File: src/rtl/fifo_seq_pkg.sv
// Shared constants and checker state type for the AFIFO read-side sequence reader.
package fifo_seq_pkg;

   localparam int unsigned WIDTH_DEF = 12;
   localparam int unsigned ERRW_DEF  = 16;
   localparam int unsigned CNTW_DEF  = 32;

   typedef enum logic {
      SYNC  = 1'b0,
      TRACK = 1'b1
   } chk_state_e;

endpackage

File: src/rtl/stream_skid2.sv
// Two-entry ready/valid buffer; head entry always drives out_data.
module stream_skid2
   import fifo_seq_pkg::*;
#(
   parameter int unsigned Width = WIDTH_DEF
) (
   input  logic             clk,
   input  logic             rst_,
   input  logic             in_valid,
   input  logic [Width-1:0] in_data,
   output logic [1:0]       occ,
   output logic             out_valid,
   output logic [Width-1:0] out_data,
   input  logic             out_ready
);

   logic [Width-1:0] d1;
   logic             xfer;

   assign xfer = out_valid & out_ready;

   // Buffer update: push into the next free slot, shift the tail forward on transfer.
   always_ff @(posedge clk or negedge rst_) begin
      if (!rst_) begin
         occ       <= 2'd0;
         out_valid <= 1'b0;
         out_data  <= '0;
         d1        <= '0;
      end else if (in_valid && !xfer) begin
         if (occ == 2'd0) begin
            out_data  <= in_data;
            occ       <= 2'd1;
            out_valid <= 1'b1;
         end else begin
            d1  <= in_data;
            occ <= 2'd2;
         end
      end else if (!in_valid && xfer) begin
         if (occ == 2'd2) begin
            out_data <= d1;
            occ      <= 2'd1;
         end else begin
            occ       <= 2'd0;
            out_valid <= 1'b0;
         end
      end else if (in_valid && xfer) begin
         // Occupancy unchanged: the incoming word replaces whatever leaves.
         if (occ == 2'd1) begin
            out_data <= in_data;
         end else begin
            out_data <= d1;
            d1       <= in_data;
         end
      end
   end

endmodule

File: src/rtl/fifo_seq_reader.sv
// AFIFO read-side consumer: drains the FIFO into a skid buffer and checks the word sequence.
module fifo_seq_reader
   import fifo_seq_pkg::*;
#(
   parameter int unsigned Width = WIDTH_DEF,
   parameter int unsigned ErrW  = ERRW_DEF,
   parameter int unsigned CntW  = CNTW_DEF
) (
   input  logic             clk,
   input  logic             rst_,
   output logic             fifo_r,
   input  logic [Width-1:0] fifo_rd,
   input  logic             fifo_rempty,
   output logic             out_valid,
   output logic [Width-1:0] out_data,
   input  logic             out_ready,
   input  logic             chk_clr,
   output logic             seq_err,
   output logic [ErrW-1:0]  err_count,
   output logic [CntW-1:0]  word_count,
   output logic [Width-1:0] bad_exp,
   output logic [Width-1:0] bad_got
);

   logic             run;
   logic [1:0]       occ;
   logic [Width-1:0] exp_word;
   logic [Width-1:0] next_word;
   chk_state_e       state;

   // Pop only from registered state and the FIFO flag, never from out_ready.
   assign fifo_r    = run & ~fifo_rempty & (occ != 2'd2);
   assign next_word = fifo_rd + Width'(1);

   // Hold off popping until one full cycle after reset release.
   always_ff @(posedge clk or negedge rst_) begin
      if (!rst_) run <= 1'b0;
      else       run <= 1'b1;
   end

   stream_skid2 #(.Width(Width)) u_skid (
      .clk       (clk),
      .rst_      (rst_),
      .in_valid  (fifo_r),
      .in_data   (fifo_rd),
      .occ       (occ),
      .out_valid (out_valid),
      .out_data  (out_data),
      .out_ready (out_ready)
   );

   // Sequence checker FSM and statistics; a clear overrides a coincident pop.
   always_ff @(posedge clk or negedge rst_) begin
      if (!rst_) begin
         state      <= SYNC;
         exp_word   <= '0;
         seq_err    <= 1'b0;
         err_count  <= '0;
         word_count <= '0;
         bad_exp    <= '0;
         bad_got    <= '0;
      end else if (chk_clr) begin
         state      <= SYNC;
         exp_word   <= '0;
         seq_err    <= 1'b0;
         err_count  <= '0;
         word_count <= '0;
         bad_exp    <= '0;
         bad_got    <= '0;
      end else if (fifo_r) begin
         word_count <= word_count + CntW'(1);
         exp_word   <= next_word;
         case (state)
            SYNC: begin
               state <= TRACK;
            end
            TRACK: begin
               if (fifo_rd != exp_word) begin
                  seq_err <= 1'b1;
                  if (err_count != {ErrW{1'b1}}) err_count <= err_count + ErrW'(1);
                  if (!seq_err) begin
                     bad_exp <= exp_word;
                     bad_got <= fifo_rd;
                  end
               end
            end
            default: state <= SYNC;
         endcase
      end
   end

endmodule

File: config.mk
export PLATFORM = sky130hd
export DESIGN_NAME = fifo_seq_reader
export DESIGN_NICKNAME = d
export VERILOG_FILES = /design/src/rtl/fifo_seq_pkg.sv /design/src/rtl/stream_skid2.sv /design/src/rtl/fifo_seq_reader.sv
export SDC_FILE = /design/constraint.sdc
export NUM_CORES = 1
export LEC_CHECK = 0
export ABC_AREA = 1
export CORE_UTILIZATION = 58
export DETAILED_ROUTE_END_ITERATION = 8
export GPL_TIMING_DRIVEN = 0
export PLACE_DENSITY = 0.89
export SETUP_SLACK_MARGIN = 0.1
export SYNTH_ARGS = -nofsm -noshare
export SYNTH_HDL_FRONTEND = slang
export SYNTH_SLANG_ARGS = --single-unit
File: constraint.sdc
create_clock -name clk -period 6.02 [get_ports clk]
set_input_delay 1.806 -clock clk [delete_from_list [all_inputs] [get_ports clk]]
set_output_delay 1.806 -clock clk [all_outputs]
set_load 0.1 [all_outputs]
==> impl_metrics.toml, run 1 <==
[floorplanning]
initial_core_util_pct = 59.77
die_w_um = 105.2
die_h_um = 105.2
dieArea_um2 = 11060
ios = 104
coreArea_um2 = 10320
placementRows = 37

[worst_hold_path]
hold_path_end = "bad_got[5]$_DFFE_PN0P_"
worstHoldStart = "bad_got[5]$_DFFE_PN0P_"
hold_depth = 2
hold_path.class = "reg -> reg"

[sta]
hold_violations = 0
fmaxAchievable_mhz = 174.8
finalCritPeriodShare_pct = 95.05
clock_skew_ps = 8.561
tightest_slew_ps = 1000
setup_viol = 0
maxSlewViolCount = 0
tns_ps = 0
fin_crit_ps = 5722
rsz0062_at_grt = "no"
maxSlewHeadroom_pct = 33.11

[critical_path]
worst-setup-path-type = "in -> out"
cp.required_ps = 4210
r2r-end = "u_skid.d1[9]$_DFFE_PN0P_"
worst-endpoint-arrival_ps = 3920
cpPeakStageDelay_ps = 1210
path_common_cell = "clkdlybuf4s50_1"
start_kind = "input port"
r2r_start = "u_skid.occ[0]$_DFFE_PN0P_"
cp-end-kind = "output port"
cp_cell_sequence = "clkdlybuf4s50_1, nor2_1, nand2_1, inv_1, clkdlybuf4s50_1"
cp_max_fo = 6
reg2reg_depth = 13
cpMaxStageDelayCell = "clkdlybuf4s50_1"
rrSetupSlack_ps = 3450

[route]
dr.pass1.iters = 8
via_per_inst = 5.669
wl_per_cell_um = 14.76
ant_nets = 0
drc = 0
vias = 6304
wirelength_um = 16410
drtIter0Drc = 515

[finish]
regArea_um2 = 2853
nFillCells = 713
fin_nets = 986
area_growth_pct = 29.16
drive_gt1_share_pct = 5.943
antennaDiodeCount = 0
finalCoreUtilization_pct = 77.20
multi_input_area_um2 = 2829

[logic_synthesis]
syn_inst = 841
yosysUniqueCellTypes = 38
synth_seq_cells = 114
netlist_area_um2 = 6171
ys_seq_area_share_pct = 46.23
yosys_warnings = 0
synth_area_per_cell_um2 = 7.338
syn_nets = 864

[grt]
grtUsageTotal_pct = 31.37
gr-total-overflow = 0
grt_antenna_before_repair = 0
grt_start_max_net_pins = 68
grt_pass1_wl_um = 27440
first_global_vias = 5927

[power_and_ir_drop]
pwr_density_cell_nw_per_um2 = 404.0
combPwrFrac_pct = 38.7
swShare_pct = 43.87
p_int_mw = 1.807
peakVddDrop_v = 0.0003272
seqPwrFrac_pct = 30.6
p_sw_mw = 1.412
clkPwrFrac_pct = 30.8
power_mw = 3.220
power_leakage_nw = 3.689

[placed_design]
io_buffers = 102
gp_congestion = 0.9044
hpwl_um = 11190

[clock_tree]
h-tree-depth = 4
tritoncts = "done"
clock-sinks = 114
cts_setup_buffers = 0
clk_latency_ps = 520
clockRootBuffer = "clkbuf_8"
path_clk_slew_ps = 60
hold_buffers = 0
cts_buffers = 17
clk_path_buf_depth = 2
postCtsResizedCells = 0

[flow_run]
maxCapViolations = 0

[outcome]
outcome = "complete, no violations"
## worst max-delay path: cells and delay by family
family | cells | cell delay (ps)
buffers and inverters | 3 | 1890
AND/OR/NAND/NOR | 2 | 220
## through the flow
stage	setup WS, ps	cells	hold WS [ps]	cell area [um^2]
6_report	298.2	1112	472.6	7970
5_1_grt	193.5	1112	490.3	7970
4_1_cts	299.4	1112	474.2	7970
3_5_place_dp	322.6	1080	459.9	7387
3_3_place_gp	-1143	1079	453.6	7362
2_1_floorplan	1572	841	453.4	6171
## synthesized netlist by cell type (all sizes together)
cell type / number / area [um^2]
xor2: 5 / 43.79
nand2: 256 / 968.4
o32ai: 1 / 8.760
nand4: 42 / 277.8
dfrtp: 114 / 2853
inv: 96 / 360.3
a2bb2oi: 1 / 8.760
a31oi: 4 / 25.02
nand3b: 2 / 15.01
o211ai: 12 / 90.09
conb: 1 / 3.750
o21ai: 41 / 205.2
nand3: 45 / 242.7
o21a: 12 / 90.09
a21oi: 19 / 95.09
nor2: 124 / 490.5
ha: 6 / 75.07
a22o: 1 / 8.760
o21bai: 1 / 7.510
o22ai: 7 / 43.79
clkbuf: 18 / 67.56
nor3b: 2 / 15.01
nor4: 1 / 6.260
and3: 2 / 12.51
buf: 10 / 61.31
nor3: 18 / 95.09
## worst max path at each step
| stage | start | endpoint | slack, ps | cells past startpoint |
|---|---|---|---|---|
| detailed placement | fifo_rempty | fifo_r | 320 | 5 |
| finish | fifo_rempty | fifo_r | 300 | 5 |
| global placement | rst_ | u_skid.out_data[11]$_DFFE_PN0P_ | -1140 | 1 |
| floorplan | fifo_rempty | fifo_r | 1570 | 3 |
| CTS | fifo_rempty | fifo_r | 300 | 5 |
| global route | fifo_rempty | fifo_r | 190 | 5 |
## per-layer routing
| layer | share of wire (%) | vias up | global-route usage (%) |
|---|---|---|---|
| li1 | - | 2962 | - |
| met1 | 42 | 2926 | 41.02 |
| met2 | 47 | 357 | 51.14 |
| met3 | 8.2 | 59 | 5.427 |
| met4 | 3.0 | 0 | 14.39 |
| met5 | 0 | - | 0 |
## logic make-up (layout without fill, tap and decap cells)
logic type / count (synthesis) / after routing / synth area share, %
AOI/OAI and AO/OA: 99 / 99 / 9.449
xor gates and xnor gates: 5 / 5 / 0.7096
adders and majority gates: 6 / 6 / 1.217
buffers and inverters: 124 / 259 / 7.928
DFF: 114 / 114 / 46.23
other: 1 / 1 / 0.06077
and+or+nand+nor: 492 / 492 / 34.41
## power groups by stage
| stage | logic (mW) | clock network (mW) | registers (mW) |
|---|---|---|---|
| 2_1_floorplan | 0.340 | 0 | 1.58 |
| 3_3_place_gp | 1.21 | 0 | 0.991 |
| 3_5_place_dp | 1.23 | 0 | 0.995 |
| 4_1_cts | 1.24 | 0.991 | 0.982 |
| 5_1_grt | 1.31 | 1.02 | 1.00 |
| 6_report | 1.25 | 0.991 | 0.984 |
## state kept, by name (all words and copies together), names as in the netlist
name / flops
word_count: 32
err_count: 16
bad_exp: 12
bad_got: 12
exp_word: 12
u_skid.d1: 12
u_skid.out_data: 12
u_skid.occ: 2
run: 1
seq_err: 1
state: 1
u_skid.out_valid: 1
## cell type report
type | instances | share of cell area [%]
inverter | 96 | 4.521
tap | 136 | 2.135
multi-input combinational | 603 | 35.49
timing repair buffer | 103 | 13.12
buffer | 28 | 1.617
clock inverter | 14 | 1.947
clock buffer | 18 | 5.369
sequential | 114 | 35.79
## cell usage in the layout, fill, tap and decap left out, types with 16 or more instances in the layout
master             n
nand4_1           41
nand2_1          253
dfrtp_1          114
nor3_1            17
nand3_1           43
clkbuf_1          18
inv_1             91
nor2_1           120
clkdlybuf4s50_1  101
o21ai_0           39
a21oi_1           19
clkbuf_16         16
Note: power is estimated with default switching activity, not from simulation.
==> run 2, diff against run 1 <==
- MAX_ROUTING_LAYER: default -> met4
==> run 2 against run 1 <==
Design area did not move. Global-route usage up 0.97 points. Clock-buffer cell count did not move. Register-to-register slack hardly changed. Sequential power barely moved. Sequential cell count unchanged. Critical path depth stayed put. First-iteration DRC count rose by 1.2%. Sequential share of layout area unchanged. Non-clock buffer count unchanged. Critical endpoint unchanged.
==> impl_metrics.toml, run 2 (same netlist as run 1, synthesis figures left out) <==
[sta]
holdWs_ps = 471.8
maxSlewViolCount = 0
tightest_slew_ps = 1001
fmaxAchievable_mhz = 175.1
rsz0062_at_grt = "no"
maxSlewHeadroom_pct = 33.08
finalCritPeriodShare_pct = 94.85
hold_violations = 0
tns_ps = 0
clock_skew_ps = 8.121
setup_viol = 0
fin_crit_ps = 5710
layout_setup_ws_ps = 309.7

[placed_design]
io_buffers = 102
hpwl_um = 11190
gp_congestion = 0.9199
dp_worst_setup_slack_ps = 322.6
placed_cell_area_um2 = 7387

[critical_path]
path_common_cell = "clkdlybuf4s50_1"
crit_family = "buffers and inverters"
r2r_start = "u_skid.occ[0]$_DFFE_PN0P_"
start_kind = "input port"
cp.required_ps = 4210
cp-end-kind = "output port"
cpMaxStageDelayCell = "clkdlybuf4s50_1"
worst-setup-path-type = "in -> out"
cp_max_fo = 6
cp_cell_sequence = "clkdlybuf4s50_1, nor2_1, nand2_1, inv_1, clkdlybuf4s50_1"
cpPeakStageDelay_ps = 1200
worst-endpoint-arrival_ps = 3900
crit_start = "fifo_rempty"
rrSetupSlack_ps = 3450
cp_num_buf_inv = 3

[clock_tree]
cts_setup_buffers = 0
tritoncts = "done"
clk_latency_ps = 520
hold_buffers = 0
path_clk_slew_ps = 60
clock-sinks = 114
h-tree-depth = 4
clockRootBuffer = "clkbuf_8"
cts_buffers = 17
clk_path_buf_depth = 2
postCtsResizedCells = 0

[grt]
grt_start_max_net_pins = 68
first_global_vias = 5916
gr-total-overflow = 0
grtUsageTotal_pct = 32.34
grt_pass1_wl_um = 27480
grt_antenna_before_repair = 0

[finish]
fin_nets = 986
antennaDiodeCount = 0
nFillCells = 713
regArea_um2 = 2853
largest_register_ffs = 32
final_common_cell = "nand2_1"
multi_input_area_um2 = 2829
final_cell_mix = "nand2_1, nor2_1, dfrtp_1"
reg_top3 = "word_count x32, err_count x16"
drive_gt1_share_pct = 5.943
regMostFlops = "word_count"
stdcell_area_um2 = 7970
area_growth_pct = 29.16

[route]
vias = 6309
wl_per_cell_um = 14.72
dr.pass1.iters = 8
via_per_inst = 5.674
drc = 0
ant_nets = 0
drtIter0Drc = 521
wirelength_um = 16370

[power_and_ir_drop]
swShare_pct = 43.80
pwr_density_cell_nw_per_um2 = 403.5
p_sw_mw = 1.408
power_leakage_nw = 3.689
seqPwrFrac_pct = 30.6
clkPwrFrac_pct = 30.7
peakVddDrop_v = 0.0003270
combPwrFrac_pct = 38.7
p_int_mw = 1.807
power_mw = 3.216

[floorplanning]
ios = 104
placementRows = 37
die_w_um = 105.2
initial_core_util_pct = 59.77
die_h_um = 105.2
coreArea_um2 = 10320
dieArea_um2 = 11060

[worst_hold_path]
hold_path.class = "reg -> reg"
worstHoldStart = "bad_got[5]$_DFFE_PN0P_"

[flow_run]
maxCapViolations = 0

[outcome]
outcome = "complete, no violations"
run 2: layer usage:
layer  up-vias  part of all wire, %  GRT usage [%]
met4         0                  3.3          14.19
met5         -                    0              -
met3        65                  7.8          5.303
met2       345                   46          51.18
met1      2937                   42          41.27
li1       2962                    -              -
run 2: worst reg2reg max path, cell delays in order, from the launching register on:
cell,delay (ps)
dfrtp_1,360
inv_2,50
nand2_1,100
nand2_1,140
inv_1,270
ha_1,210
inv_1,80
a21oi_1,270
inv_1,70
nand2_1,60
nand3_1,220
clkbuf_1,320
nand2_1,140
o21ai_0,120
run 2: final timing paths:
kind                                                 end  cells after the start
min in group asynchronous       err_count[5]$_DFFE_PN0P_                      1
worst min register to register    bad_got[5]$_DFFE_PN0P_                      2
worst max register to register  u_skid.d1[9]$_DFFE_PN0P_                     13
max in group asynchronous       u_skid.d1[0]$_DFFE_PN0P_                      2
worst max-delay path                              fifo_r                      5
worst min-delay path              bad_got[5]$_DFFE_PN0P_                      2
run 2: area by class of cell:
| cell class | instances | share of cell area (%) |
|---|---|---|
| Inverter | 96 | 4.521 |
| Sequential cell | 114 | 35.79 |
| Tap cell | 136 | 2.135 |
| Clock buffer | 18 | 5.369 |
| Timing Repair Buffer | 103 | 13.12 |
| Buffer | 28 | 1.617 |
| Clock inverter | 14 | 1.947 |
| Multi-Input combinational cell | 603 | 35.49 |
run 2: metrics by stage:
stage | utilization [%] | cells
finish | 77.20 | 1112
floorplan | - | 841
global route | 77.20 | 1112
global placement | 71.31 | 1079
detailed placement | 71.56 | 1080
CTS | 77.20 | 1112
run 2: power groups by stage:
stage / sequential (mW) / clock [mW] / combinational, mW
after floorplan: 1.58 / 0 / 0.340
after detailed placement: 0.995 / 0 / 1.23
after CTS: 0.982 / 0.991 / 1.24
after global placement: 0.991 / 0 / 1.21
final: 0.983 / 0.988 / 1.24
after global routing: 1.00 / 1.02 / 1.31
